<file path="config.mk">
export PLATFORM = sky130hd
export DESIGN_NAME = mux_n_to_1_skid
export DESIGN_NICKNAME = d
export VERILOG_FILES = /design/src/rtl/mux_pipe_pkg.sv /design/src/rtl/mux_n_to_1.sv /design/src/rtl/mux_n_to_1_skid.sv
export SDC_FILE = /design/constraint.sdc
export NUM_CORES = 1
export LEC_CHECK = 0
export ABC_AREA = 1
export CAP_MARGIN = 20
export CORE_MARGIN = 3
export CORE_UTILIZATION = 41
export CTS_BUF_LIST = sky130_fd_sc_hd__clkbuf_16
export DETAILED_ROUTE_END_ITERATION = 8
export PLACE_DENSITY = 0.8
export SLEW_MARGIN = 20
export SYNTH_ARGS = -nofsm -noshare
export SYNTH_HDL_FRONTEND = slang
export SYNTH_HIERARCHICAL = 1
export SYNTH_SLANG_ARGS = --single-unit
</file>
<file path="constraint.sdc">
create_clock -name clk -period 2.6 [get_ports clk]
set_input_delay 0.78 -clock clk [delete_from_list [all_inputs] [get_ports clk]]
set_output_delay 0.78 -clock clk [all_outputs]
set_load 0.02 [all_outputs]
</file>
<file path="src/rtl/mux_pipe_pkg.sv">
// Shared definitions for the N-to-1 select point with skid buffer:
// occupancy state encoding and the zero-fill constant used for out-of-range selectors.
package mux_pipe_pkg;

  typedef enum logic [1:0] {
    ST_EMPTY = 2'd0,
    ST_ONE   = 2'd1,
    ST_FULL  = 2'd2
  } state_e;

  // Wide enough for any practical data width; users slice the low NBits.
  localparam int MAX_NBITS = 1024;
  localparam logic [MAX_NBITS-1:0] ZERO_FILL = '0;

endpackage

</file>
<file path="src/rtl/mux_n_to_1.sv">
// Purely combinational NBits x NInputs selector.
// Any selector value at or beyond NInputs yields all-zero data.
module mux_n_to_1
  import mux_pipe_pkg::*;
#(
  parameter int NBits   = 32,
  parameter int NInputs = 4,
  localparam int SelBits = $clog2(NInputs)
) (
  input  logic [SelBits-1:0]       Selector_i,
  input  logic [NInputs*NBits-1:0] Mux_Data_i,
  output logic [NBits-1:0]         Mux_Output_o
);

  always_comb begin
    Mux_Output_o = ZERO_FILL[NBits-1:0];
    for (int k = 0; k < NInputs; k++) begin
      if (Selector_i == SelBits'(k)) begin
        Mux_Output_o = Mux_Data_i[k*NBits +: NBits];
      end
    end
  end

endmodule

</file>
<file path="src/rtl/mux_n_to_1_skid.sv">
// N-to-1 multiplexer with registered output and a two-entry valid/ready skid buffer.
// Optional sticky out-of-range selector flag Sel_Err_o: define MUX_N_TO_1_SKID_SEL_ERR_EN.
module mux_n_to_1_skid
  import mux_pipe_pkg::*;
#(
  parameter int NBits   = 32,
  parameter int NInputs = 4,
  localparam int SelBits = $clog2(NInputs)
) (
  input  logic                     clk,
  input  logic                     reset,
  input  logic                     Flush_i,
  input  logic                     Valid_i,
  output logic                     Ready_o,
  input  logic [SelBits-1:0]       Selector_i,
  input  logic [NInputs*NBits-1:0] Mux_Data_i,
  output logic                     Valid_o,
  input  logic                     Ready_i,
  output logic [NBits-1:0]         Mux_Output_o,
  output logic [SelBits-1:0]       Sel_o
`ifdef MUX_N_TO_1_SKID_SEL_ERR_EN
  ,
  output logic                     Sel_Err_o
`endif
);

  state_e               state_q, state_d;
  logic [NBits-1:0]     outData_q, outData_d;
  logic [SelBits-1:0]   outSel_q, outSel_d;
  logic [NBits-1:0]     skidData_q, skidData_d;
  logic [SelBits-1:0]   skidSel_q, skidSel_d;
  logic [NBits-1:0]     selData;
  logic                 accept;
  logic                 consume;

  mux_n_to_1 #(
    .NBits   (NBits),
    .NInputs (NInputs)
  ) u_mux (
    .Selector_i   (Selector_i),
    .Mux_Data_i   (Mux_Data_i),
    .Mux_Output_o (selData)
  );

  // Handshake flags come straight from the state register so Ready_i never reaches Ready_o.
  assign Ready_o = (state_q != ST_FULL);
  assign Valid_o = (state_q == ST_ONE) || (state_q == ST_FULL);
  assign accept  = Valid_i & Ready_o;
  assign consume = Valid_o & Ready_i;

  assign Mux_Output_o = outData_q;
  assign Sel_o        = outSel_q;

  always_comb begin
    state_d    = state_q;
    outData_d  = outData_q;
    outSel_d   = outSel_q;
    skidData_d = skidData_q;
    skidSel_d  = skidSel_q;
    if (Flush_i) begin
      state_d   = ST_EMPTY;
      outData_d = '0;
      outSel_d  = '0;
    end else begin
      case (state_q)
        ST_EMPTY: begin
          if (accept) begin
            outData_d = selData;
            outSel_d  = Selector_i;
            state_d   = ST_ONE;
          end
        end
        ST_ONE: begin
          if (accept && consume) begin
            outData_d = selData;
            outSel_d  = Selector_i;
          end else if (accept) begin
            skidData_d = selData;
            skidSel_d  = Selector_i;
            state_d    = ST_FULL;
          end else if (consume) begin
            state_d = ST_EMPTY;
          end
        end
        ST_FULL: begin
          if (consume) begin
            outData_d = skidData_q;
            outSel_d  = skidSel_q;
            state_d   = ST_ONE;
          end
        end
        default: state_d = ST_EMPTY;
      endcase
    end
  end

  always_ff @(posedge clk or posedge reset) begin
    if (reset) begin
      state_q    <= ST_EMPTY;
      outData_q  <= '0;
      outSel_q   <= '0;
      skidData_q <= '0;
      skidSel_q  <= '0;
    end else begin
      state_q    <= state_d;
      outData_q  <= outData_d;
      outSel_q   <= outSel_d;
      skidData_q <= skidData_d;
      skidSel_q  <= skidSel_d;
    end
  end

`ifdef MUX_N_TO_1_SKID_SEL_ERR_EN
  logic selInRange;
  logic selErr_q;

  assign selInRange = ({1'b0, Selector_i} < (SelBits+1)'(NInputs));
  assign Sel_Err_o  = selErr_q;

  // Sticky: only reset clears it, flush deliberately leaves it set.
  always_ff @(posedge clk or posedge reset) begin
    if (reset) begin
      selErr_q <= 1'b0;
    end else if (accept && !selInRange) begin
      selErr_q <= 1'b1;
    end
  end
`endif

endmodule
</file>
# Word level (Yosys, flattened, before mapping)
# Index checks and enable logic that the tools add are counted.
[classes] n_eq_ne=11 muxes=21 bitwise_logic=4 n_reduce_logical=8
[op_table] operator="32-bit two-way mux" count=8
[op_table] operator="32-bit one-hot mux with 3 select lines" count=1
[op_table] operator="2-bit two-way mux" count=10
[op_table] operator="2-bit one-hot mux with 3 select lines" count=2
[op_table] operator="4-bit AND reduction" count=3
[op_table] operator="3-bit inequality test, second input constant" count=3
[op_table] operator="2-bit == test, second input constant" count=3
[op_table] operator="2-bit by 1-bit == test with 1-bit output, second input constant" count=2
[op_table] operator="2-bit logical NOT" count=2
[op_table] operator="4-bit inequality test, second input constant" count=1
[op_table] operator="4-bit nonzero test" count=1
[op_table] operator="3-bit by 2-bit inequality test with 1-bit output, second input constant" count=1
[op_table] operator="1-bit AND" count=2
[op_table] operator="2-bit inequality test, second input constant" count=1
[op_table] operator="1-bit inverter" count=2
[op_table] operator="1-bit logical AND" count=1
[op_table] operator="1-bit logical OR" count=1
[word_totals] reg_bits=70 in_bits=135 output_inout_bits=36

# Depth between registers and ports, before layout
# Gate-level depths: netlist of run 1.
[logic_depth] ltp_word=8 depth_mapped=10 depth_no_buf=10

# By module
# Netlist of run 1, hierarchy kept.
[modules_own_cells] module="mux_n_to_1_skid" instances=1 cells_each=485 area_each_um2=3723.6 seq_area_each_um2=1751.7
[modules_own_cells] module="mux_n_to_1" instances=1 cells_each=186 area_each_um2=968.4 seq_area_each_um2=0.0

# Worst setup path after synthesis of run 1
# Ideal clock, no wire load.
[synth_path] kind="reg-to-reg" startpoint="register state_q[0]" endpoint="register outData_q[0] (netlist: Mux_Output_o[0])" setup_ps=121 arrival_time_ps=1655 slack_ps=824 stages_incl_launch_ff=11 path_buffers=1 synth_period_minus_slack_ps=1776 path_cell_list="dfrtp_1 > inv_1 > ha_1 > nand2_1 > inv_1 > nand2_1 > nand2_1 > nand2_2 > buf_6 > o21bai_1 > nand2_1"
[synth_between] elab_chain_len=6 elab_cells_between_ends=15
[synth_lines] item="start, declared" line_no="mux_n_to_1_skid.sv:27" text="state_e state_q, state_d;"
[synth_lines] item="start signal, assigned" line_no="mux_n_to_1_skid.sv:105" text="state_q <= state_d;"
[synth_lines] item="2-bit by 1-bit == test with 1-bit output or 2-bit == test (tied branches)" line_no="mux_n_to_1_skid.sv:47" text="assign Valid_o = (state_q == ST_ONE) || (state_q == ST_FULL);"
[synth_lines] item="1-bit logical OR (*)" line_no="mux_n_to_1_skid.sv:47"
[synth_lines] item="named net Valid_o" line_no="mux_n_to_1_skid.sv:17" text="output logic Valid_o,"
[synth_lines] item="1-bit AND (*)" line_no="mux_n_to_1_skid.sv:49" text="assign consume = Valid_o & Ready_i;"
[synth_lines] item="1-bit logical AND" line_no="mux_n_to_1_skid.sv:74" text="if (accept && consume) begin"
[synth_lines] item="3-bit by 2-bit inequality test with 1-bit output (no source line)"
[synth_lines] item="4-bit AND reduction (no source line) (*)"
[synth_lines] item="end signal, assigned" line_no="mux_n_to_1_skid.sv:106" text="outData_q <= outData_d;"
[synth_lines] item="end, declared" line_no="mux_n_to_1_skid.sv:28" text="logic [NBits-1:0] outData_q, outData_d;"
# Mark *: on every way through the listed nets, which the timed path passes. The rest lies on a longest branch.
# A chain may end at the register's enable or synchronous reset.

# Final worst setup path of run 1
[layout_path] startpoint="register state_q[0]" endpoint="output Ready_o"
[layout_between] elab_chain_len=1
[layout_lines] item="2-bit inequality test" line_no="mux_n_to_1_skid.sv:46" text="assign Ready_o = (state_q != ST_FULL);"
[layout_lines] item="end, declared" line_no="mux_n_to_1_skid.sv:14" text="output logic Ready_o,"
# Every way passes these cells.

==> results of run 1 <==
[state kept, by name, indices dropped and copies added (netlist names)]
| name | flops |
|---|---|
| Mux_Output_o | 32 |
| skidData_q | 32 |
| Sel_o | 2 |
| skidSel_q | 2 |
| state_q | 2 |
[per-stage QoR]
step	total power (uW)	instances	hold WS (ps)	area [um2]	util, %
after floorplan	3580	671	454	4690	-
after CTS	5920	963	490	6670	60.5
after detailed placement	4710	947	476	6380	57.9
after global routing	6300	963	507	6680	60.5
final	5900	963	490	6680	60.5
after global placement	4590	947	466	6380	57.9
[cells by family after synthesis]
logic type | Yosys count
AND/OR/NAND/NOR | 359
flip-flops | 70
buffers and inverters | 134
adder cells (fa/ha/maj) | 5
AO/OA/AOI/OAI | 103
[metal layers]
metal,wire (um),global-route usage (%)
met3,950,3.16
met2,7320,39.4
met4,306,8.01
met1,6320,30.9
met5,0,0
[cell type report]
| type | count | area (um2) | area share (%) |
|---|---|---|---|
| Inverter | 81 | 307 | 4.59 |
| Clock buffer | 9 | 225 | 3.37 |
| Timing Repair Buffer | 189 | 1850 | 27.7 |
| Sequential cell | 70 | 1750 | 26.2 |
| Clock inverter | 7 | 66.3 | 0.993 |
| Tap cell | 140 | 175 | 2.62 |
| Multi-Input combinational cell | 467 | 2300 | 34.5 |
[power by group through the flow]
stage	clock network (uW)	logic, uW	registers (uW)
5_1_grt	1260	3030	2010
3_3_place_gp	0	2670	1920
3_5_place_dp	0	2770	1940
2_1_floorplan	0	1390	2190
6_report	1190	2770	1940
4_1_cts	1200	2790	1930
[cell usage in the layout, fill, tap and decap left out]
cell type and count:
o21bai_1 34, dfrtp_1 70, bufinv_16 1, clkdlybuf4s50_1 166, inv_4 1, inv_2 4
dlymetal6s2s_1 1, nand4_1 33, clkinv_4 2, nand2_4 1, buf_12 1, clkinv_1 1
clkinv_2 3, nand3_1 133, nor2_2 1, nor2_4 1, nor2_1 72, clkbuf_16 9
nand2_2 1, a21oi_4 1, nand3_2 2, o21ai_0 68, inv_1 76, buf_2 2
buf_4 18, ha_1 5, nand2_1 115, dlygate4sd2_1 1
[worst max-delay path: stages (launching register included)]
cell,delay (ps)
dfrtp_1,430
inv_1,120
ha_1,220
inv_1,120
dlygate4sd2_1,350
[worst paths after layout]
path,start,endpoint,slack (ps)
setup reg to reg,state_q[0]$_DFFE_PP0P_,state_q[1]$_DFFE_PP0P_,540
hold / removal,skidSel_q[0]$_DFFE_PP0P_,skidSel_q[0]$_DFFE_PP0P_,490
hold reg to reg,skidSel_q[0]$_DFFE_PP0P_,skidSel_q[0]$_DFFE_PP0P_,490
min in group asynchronous,reset,state_q[0]$_DFFE_PP0P_,850
max in group asynchronous,reset,Mux_Output_o[18]$_DFFE_PP0P_,1440
setup / recovery,state_q[0]$_DFFE_PP0P_,Ready_o,260
[cells in the mapped netlist]
library cell	number
o21ai_0	68
o21bai_1	34
nand2_2	1
nand2_4	1
nand2_1	115
a21oi_4	1
buf_6	8
nor2_1	72
dfrtp_1	70
buf_2	15
nand4_1	33
nand3_1	133
nand3_2	2
inv_2	3
clkbuf_1	16
inv_1	76
inv_4	1
ha_1	5
clkinv_1	1
nor2_2	1
nor2_4	1
buf_4	14
==> results.md, run 1 <==
* Status: complete, no violations
* Total CTS buffers at 9
* Synth Area in Adders at 1.33%
* Worst Path Max Fanout at 5
* Post-synthesis xor/xnor area fraction at 0%
* Final Skew at roughly 6.3 ps
* Fmax at 427 MHz
* Layout cells sized above 1 at 5.83%
* CP required at ~1800 ps
* Area of the die at 12800 um2
* Largest family of logic cells by synthesized area: simple AND/OR/NAND/NOR gates
* Leakage at 0.00331 uW
* I/O Buffers at 170
* Worst reg2reg path depth at 9
* MaxCap Viol Count at 0
* Slew headroom at 55.6%
* Drt pass-1 iters at 5
* Clock Power Share at about 20%
* Power Density at 884 nW/um2
* Root buf cell: clkbuf_16
* P_sw at around 2300 uW
* Worst-path clk slew at 60 ps
* Clock Sinks at 70
* Post-CTS Resized at 1
* Post-Syn Area at between 4000 and 5000 um2
* Setup TNS at 0 ps
* Width of the die at 113 um
* Final Wtd Congestion at about 0.93
* Yosys reg bits at 70
* Setup violations, final at 0
* GRT Overall Usage at 23.4%
* Fin. Hold Viols at 0
* Number of synthesis warnings at 6
* P_int at 3560 uW
* Initial antenna violation count at 0
* Place WS at 137 ps
* Fillers at 962
* Post-CTS Setup Inserts at 0
* Worst Tran Pin Value at about 670 ps
* Starting Density at ~43%
* Crit path launch type: flop
* Mean Syn Cell Area at roughly 7.0 um2
* Synthesis-to-finish area growth at 42.3%
* TritonCTS clock tree: done
* Mapped Cells at 671
* Synth cell types at 22
* Clk_lat worst skew at 330 ps
* Die Y at 113 um
* Layout Nets at 958
* Crit end category: output pin
* Row count at 38
* Worst-case clock buffer depth at 2
* Largest area contributor in the netlist: dfrtp_1
* DR iter-0 viols at 345
* Core Region at 11000 um2
* HPWL after DPL at 10.6 mm
* Io pins at ~170
* Total wire length at 14.9 mm
* Synth Area in Compound Gates at between 10% and 20%
* Largest net degree at the start of global routing at just over 70
* Max-slew violations at 0
* Synth top area cells: dfrtp_1 37%, nand3_1 14%, nand2_1 9.2%
* Crit path DAT at 1560 ps
* Combinational power share at 47.0%
* CTS Hold Bufs at 0
* Drc violations at 0
* Unrepaired setup endpoints after global routing: false
* Register share of total power at around a third
* Final worst path period share at 90.2%
* Yosys top cell area share at 37.3%
* Mux cell area share after synthesis at 0%
* Via density at 5.28
* Final worst slack at about 260 ps
* H-Tree Depth at 3
* Worst vdd ir at 518 uV
* ANT nets after route at 0
* Sw Share at 39.7%
* Vias in the first global route at 5013
* DR WL/cell at 15.5 um
* Sequential share of the synthesized area at 37.3%
* Global route total overflow at 0
* Tmin final at 2340 ps
* Vias at 5089
* Hold Path Class: flop to flop
* Synth Net Count at 811
* First-pass GRT wire length at 24.5 mm
* Synth Area in Simple Gates at 34.7%
* Hold depth at 2
* Crit path kind: flop to output pin
* Antenna fix cells at 0
Power figures use the tool's default switching activity.
==> run 2: changes to the inputs <==
CORE_UTILIZATION = 40   (was 41)
GPL_TIMING_DRIVEN = 0   (was unset)
SYNTH_HIERARCHICAL = unset   (was 1)
==> results.md, run 2 <==
* Drt pass-1 iters at 5 (unchanged)
* Via density at 5.07 (-4.1%)
* Hold Path Class: flop to flop
* Clk_lat worst skew at 330 ps (about the same)
* RR Endpoint: Mux_Output_o[7]$_DFFE_PP0P_
* Worst reg2reg path depth at 8 (-1)
* DR iter-0 viols at 259 (-25%)
* DR WL/cell at 15.1 um (-2.7%)
* Root buf cell: clkbuf_16
* Drc violations at 0 (unchanged)
* Status: complete, no violations
* Unrepaired setup endpoints after global routing: false
* Global route total overflow at 0 (unchanged)
* Worst Path Max Fanout at 5 (unchanged)
* Crit path launch type: flop
* Util after Layout at 64.0% (+3.5 points)
* Core Region at 9950 um2 (-9.8%)
* Fin. Hold Viols at 0 (unchanged)
* Initial antenna violation count at 0 (unchanged)
* Design Area, Final at 6370 um2 (-4.5%)
* Largest area contributor in the netlist: dfrtp_1
* Yosys reg bits at 70 (unchanged)
* Final worst path period share at 97.1% (+7.0 points)
* Io pins at 171 (unchanged)
* Final Wtd Congestion at 0.900 (-3.5%)
* Largest net degree at the start of global routing at 41 (-42%)
* Area of the die at 11700 um2 (-8.2%)
* Slowest stage delay, CP at 600 ps (+170 ps)
* Primary FF master, synth: dfrtp_1
* Worst Tran Pin Value at 515 ps (-150 ps)
* Hold endpoint: Mux_Output_o[15]$_DFFE_PP0P_
* Yosys top cell area share at 41.9% (+4.5 points)
* Max-slew violations at 0 (unchanged)
* WHS at 477 ps (-13.7 ps)
* Power Density at 860 nW/um2 (-2.7%)
* Tot Pwr at 5480 uW (-7.1%)
* Row count at 36 (-5.3%)
* Worst-path clk slew at 60 ps (about the same)
* Area after DPL at 6070 um2 (-4.9%)
* ANT nets after route at 0 (unchanged)
* Starting Density at 42.0% (-0.52 points)
* MaxCap Viol Count at 0 (unchanged)
* Final Skew at 2.98 ps (-3.32 ps)
* Fmax at 396 MHz (-7.2%)
* CP Cell Sequence: inv_1 -> ha_1 -> clkdlybuf4s50_1
* Post-Syn Area at 4180 um2 (-11%)
* HPWL after DPL at 10.7 mm (+1.2%)
* Top-count cell post-synth: nand2_1
* Placed cell count at 893 (-5.7%)
* Crit path kind: flop to output pin
* Crit path DAT at 1750 ps (+190 ps)
* Vias at 4605 (-9.5%)
* Fillers at 859 (-11%)
* FF-to-FF Start: state_q[0]$_DFFE_PP0P_
* Vias in the first global route at 4435 (-12%)
* Number of synthesis warnings at 0 (-6)
* Async SR Flop Fraction at 100% (unchanged)
* Worst-case clock buffer depth at 2 (unchanged)
* Number of synthesized flops with an enable pin at 0 (unchanged)
* Synth Net Count at 729 (-10%)
* Non-Filler Instances at 909 (-5.6%)
* Die Y at 108 um (-4.2%)
* Slew headroom at 65.6% (+10 points)
* Most common cell after layout, fill and taps aside: nand2_1
* Hold depth at 2 (unchanged)
* Synthesis-to-finish area growth at 52.4%
* Leakage at 0.00297 uW (-10%)
* CP required at 1820 ps (about the same)
* Synth top area cells: dfrtp_1 42%, nand2_1 20%, nand3_1 7.5%
* Post-CTS Setup Inserts at 0 (unchanged)
* Setup violations, final at 0 (unchanged)
* Top Metal Used: met4
* Critical-path top delay cell: clkdlybuf4s50_1
* M1 WL at 5.72 mm (-9.6%)
* Worst vdd ir at 502 uV (-3.1%)
* Layout Nets at 911 (-4.9%)
* Antenna fix cells at 0 (unchanged)
* Mapped Cells at 589 (-12%)
* Crit end category: output pin
* GRT Overall Usage at 23.8% (+0.43 points)
* Hold Path Origin: Mux_Output_o[15]$_DFFE_PP0P_
* Clock Sinks at 70 (unchanged)
* H-Tree Depth at 3 (unchanged)
* Flop2flop setup slack at 470 ps (-70 ps)
* Sequential share of the synthesized area at 41.9% (+4.5 points)
* TritonCTS clock tree: done
* I/O Buffers at 170 (unchanged)
* Layout cells sized above 1 at 11.9% (+6.0 points)
* Met2 WL at 6.79 mm (-7.3%)
* Most frequent cells in the layout: 219 x nand2_1, 169 x clkdlybuf4s50_1, 70 x dfrtp_1, 63 x nand3_1, 48 x o21ai_0
* Total CTS buffers at 9 (unchanged)
* First-pass GRT wire length at 21.8 mm (-11%)
* Metal3 WL at 921 um (-3.1%)
* Total wire length at 13.7 mm (-8.1%)
* Synth top cells by count: 219 x nand2_1, 70 x dfrtp_1, 63 x nand3_1, 48 x o21ai_0, 42 x or2_2
* Mean Syn Cell Area at 7.10 um2 (+1.6%)
* Tmin final at 2530 ps (+181 ps)
* Synth cell types at 26 (+18%)
* Width of the die at 108 um (-4.2%)
run 2: cell types whose count changed in the layout (fill, tap and decap cells not counted), moves of 20 or more:
cell / before / now
inv_1: 76 / 27
nand2_1: 115 / 219
nand3_1: 133 / 63
nand4_1: 33 / 0
nor2_1: 72 / 30
o21ai_0: 68 / 48
o21bai_1: 34 / 0
or2_2: 0 / 42
run 2: layout make-up:
cell class	count	area [um2]	area share [%]
buffer	31	153	2.39
sequential	70	1750	27.5
clock inverter	7	73.8	1.16
tap	133	166	2.61
clock buffer	9	225	3.53
timing repair buffer	171	1720	27.0
inverter	33	126	1.98
multi-input combinational	455	2150	33.8
run 2: layer usage:
layer | global-route usage, % | vias to the layer above
met5 | 0 | -
li1 | - | 2251
met4 | 6.85 | 0
met1 | 30.9 | 2133
met3 | 4.30 | 20
met2 | 40.7 | 201
run 2: report_power, final:
| group | internal [uW] | switching (uW) |
|---|---|---|
| registers | 1550 | 242 |
| clock network | 744 | 481 |
| logic | 1080 | 1380 |
run 2: repair_timing:
action	CTS	global route
gates resized for setup	0	1
hold buffers	0	0
endpoints found under the setup margin	0	1
run 2: worst max path at each step:
stage / cells after the start / start / slack (ps) / to
after floorplan: 1 / reset / 50 / Mux_Output_o[0]$_DFFE_PP0P_
after global placement: 2 / reset / -1070 / Mux_Output_o[3]$_DFFE_PP0P_
after detailed placement: 9 / Selector_i[1] / -90 / Mux_Output_o[2]$_DFFE_PP0P_
after CTS: 4 / state_q[0]$_DFFE_PP0P_ / 20 / Ready_o
after global routing: 3 / state_q[0]$_DFFE_PP0P_ / 1 / Valid_o
final: 3 / state_q[0]$_DFFE_PP0P_ / 70 / Valid_o
run 2: through the flow:
stage / setup TNS (ps) / setup WS [ps]
after floorplan: 0 / 51.8
after global placement: -75070 / -1070
after detailed placement: -313 / -89.0
after CTS: 0 / 17.3
after global routing: 0 / 1.34
final: 0 / 74.7
run 2: logic make-up after synthesis:
family / synth area share [%]
adders and majority gates: 1.50
AOI/OAI and AO/OA: 9.48
buffers and inverters: 6.61
DFF: 41.9
and+or+nand+nor: 40.5
run 2: worst max-delay path, delay by kind of cell (launching register included):
kind	cells	cell delay, ps
adders and majority gates	1	330
DFF	1	370
buffers and inverters	2	720
==> run 3: changes to the inputs <==
GPL_ROUTABILITY_DRIVEN = 0   (was unset)
==> results.md, run 3 (synthesis results as in run 2) <==
* Crit path launch type: input port
* Status: complete, no violations
* Fin. Hold Viols at 0 (unchanged)
* Die Y at 108 um (unchanged)
* Global route total overflow at 0 (unchanged)
* Power Density at 858 nW/um2 (-0.27%)
* Worst-path clk slew at 60 ps (about the same)
* Drt pass-1 iters at 5 (unchanged)
* Vias in the first global route at 4490 (+1.2%)
* Worst Path Max Fanout at 10 (+5)
* Launch point of the worst path: Selector_i[1]
* FF-to-FF Start: state_q[0]$_DFFE_PP0P_
* Worst-case clock buffer depth at 2 (unchanged)
* Crit path kind: input port to flop
* HPWL after DPL at 10.8 mm (+0.58%)
* DR WL/cell at 15.1 um (about the same)
* Layout Nets at 911 (unchanged)
* First-pass GRT wire length at 21.6 mm (-0.86%)
* CP endpoint: Mux_Output_o[2]$_DFFE_PP0P_
* MaxCap Viol Count at 0 (unchanged)
* Initial antenna violation count at 0 (unchanged)
* Vias at 4621 (+0.35%)
* Crit path DAT at 2530 ps (+780 ps)
* Flop2flop setup slack at 420 ps (-50 ps)
* Row count at 36 (unchanged)
* Placed cell count at 893 (unchanged)
* Root buf cell: clkbuf_16
* Total CTS buffers at 9 (unchanged)
* TritonCTS clock tree: done
* Multi-input gate area at 2150 um2 (unchanged)
* Most common cell after layout, fill and taps aside: nand2_1
* Final worst path period share at 89.3% (-7.8 points)
* Starting Density at 42.0% (unchanged)
* Io pins at 171 (unchanged)
* Slew headroom at 67.0% (+1.4 points)
* RR Endpoint: Mux_Output_o[7]$_DFFE_PP0P_
* Via density at 5.08 (+0.35%)
* ANT nets after route at 0 (unchanged)
* Clock Sinks at 70 (unchanged)
* Non-Filler Instances at 909 (unchanged)
* Synthesis-to-finish area growth at 52.7%
* Antenna fix cells at 0 (unchanged)
* I/O Buffers at 170 (unchanged)
* Unrepaired setup endpoints after global routing: false
* Worst vdd ir at 485 uV (-3.5%)
* Core Region at 9950 um2 (unchanged)
* CP required at 2810 ps (+990 ps)
* Setup TNS at 0 ps (unchanged)
* Max-slew violations at 0 (unchanged)
* Fillers at 866 (+0.81%)
* GRT Overall Usage at 23.4% (-0.41 points)
* Layout cells sized above 1 at 12.0% (+0.13 points)
* Worst Tran Pin Value at 495 ps (-19.2 ps)
* DR iter-0 viols at 353 (+36%)
* Crit end category: flop
* Area of the die at 11700 um2 (unchanged)
* Reg area at 1750 um2 (unchanged)
* CTS Hold Bufs at 0 (unchanged)
* Util after Layout at 64.2% (+0.11 points)
* Hold Path Class: flop to flop
* Worst reg2reg path depth at 8 (unchanged)
* Tmin final at 2320 ps (-203 ps)
* H-Tree Depth at 3 (unchanged)
* Clk_lat worst skew at 340 ps (about the same)
* Width of the die at 108 um (unchanged)
* Setup violations, final at 0 (unchanged)
* Largest net degree at the start of global routing at 53 (+29%)
* Drc violations at 0 (unchanged)
* Final Skew at 5.74 ps (+2.76 ps)
* Leakage at 0.00299 uW (+0.55%)
* Total wire length at 13.7 mm (about the same)
* Most frequent cells in the layout: 219 x nand2_1, 168 x clkdlybuf4s50_1, 70 x dfrtp_1, 63 x nand3_1, 48 x o21ai_0
* Fmax at 431 MHz (+8.8%)
==> run 3: how the worst min path moves through the flow <==
stage / end / depth (start not counted) / slack [ps] / startpoint
4_1_cts: Mux_Output_o[17]$_DFFE_PP0P_ / 2 / 480 / Mux_Output_o[17]$_DFFE_PP0P_
6_report: skidData_q[16]$_DFFE_PP0P_ / 2 / 480 / skidData_q[16]$_DFFE_PP0P_
3_5_place_dp: Mux_Output_o[17]$_DFFE_PP0P_ / 2 / 460 / Mux_Output_o[17]$_DFFE_PP0P_
3_3_place_gp: skidData_q[16]$_DFFE_PP0P_ / 2 / 460 / skidData_q[16]$_DFFE_PP0P_
5_1_grt: skidData_q[7]$_DFFE_PP0P_ / 2 / 500 / skidData_q[7]$_DFFE_PP0P_
2_1_floorplan: skidData_q[16]$_DFFE_PP0P_ / 2 / 450 / skidData_q[16]$_DFFE_PP0P_
==> run 3: layout make-up <==
cell class | instances | share of cell area, %
clock inverter | 7 | 1.18
multi-input combinational | 455 | 33.7
clock buffer | 9 | 3.53
tap | 133 | 2.61
inverter | 33 | 1.98
sequential | 70 | 27.4
buffer | 31 | 2.39
timing repair buffer | 171 | 27.2
==> run 3: worst max-delay path: stages <==
cell	delay, ps
clkdlybuf4s50_1	510
buf_4	220
inv_1	100
nor2_1	370
nand2_1	110
nand3_1	190
nand3_1	100
nand2_1	80
o21ai_0	60
==> run 3: what timing repair did <==
item	4_1_cts	5_1_grt
endpoints found under the setup margin	0	2
setup buffers	0	0
resized for setup	0	2
==> run 3: power breakdown <==
part | internal, uW | switching, uW | leakage (uW) | total (uW)
Combinational | 1080 | 1390 | 0.00197 | 2470
Sequential | 1550 | 247 | 0.000880 | 1800
Clock | 742 | 469 | 0.000138 | 1210
==> run 3: metrics by stage <==
| step | setup slack [ps] | hold WS (ps) | total power (uW) | area (um2) |
|---|---|---|---|---|
| detailed placement | -42.5 | 464 | 4270 | 6080 |
| CTS | 18.0 | 479 | 5500 | 6380 |
| floorplan | 51.8 | 446 | 3210 | 4180 |
| global placement | -1080 | 459 | 4170 | 6050 |
| finish | 278 | 478 | 5480 | 6390 |
| global route | 119 | 500 | 5840 | 6390 |
==> run 3: routing by layer <==
layer | share of wire, % | track usage, %
met5 | 0 | 0
met4 | 2.6 | 8.21
met3 | 7.4 | 4.54
met2 | 49 | 39.5
met1 | 41 | 30.0
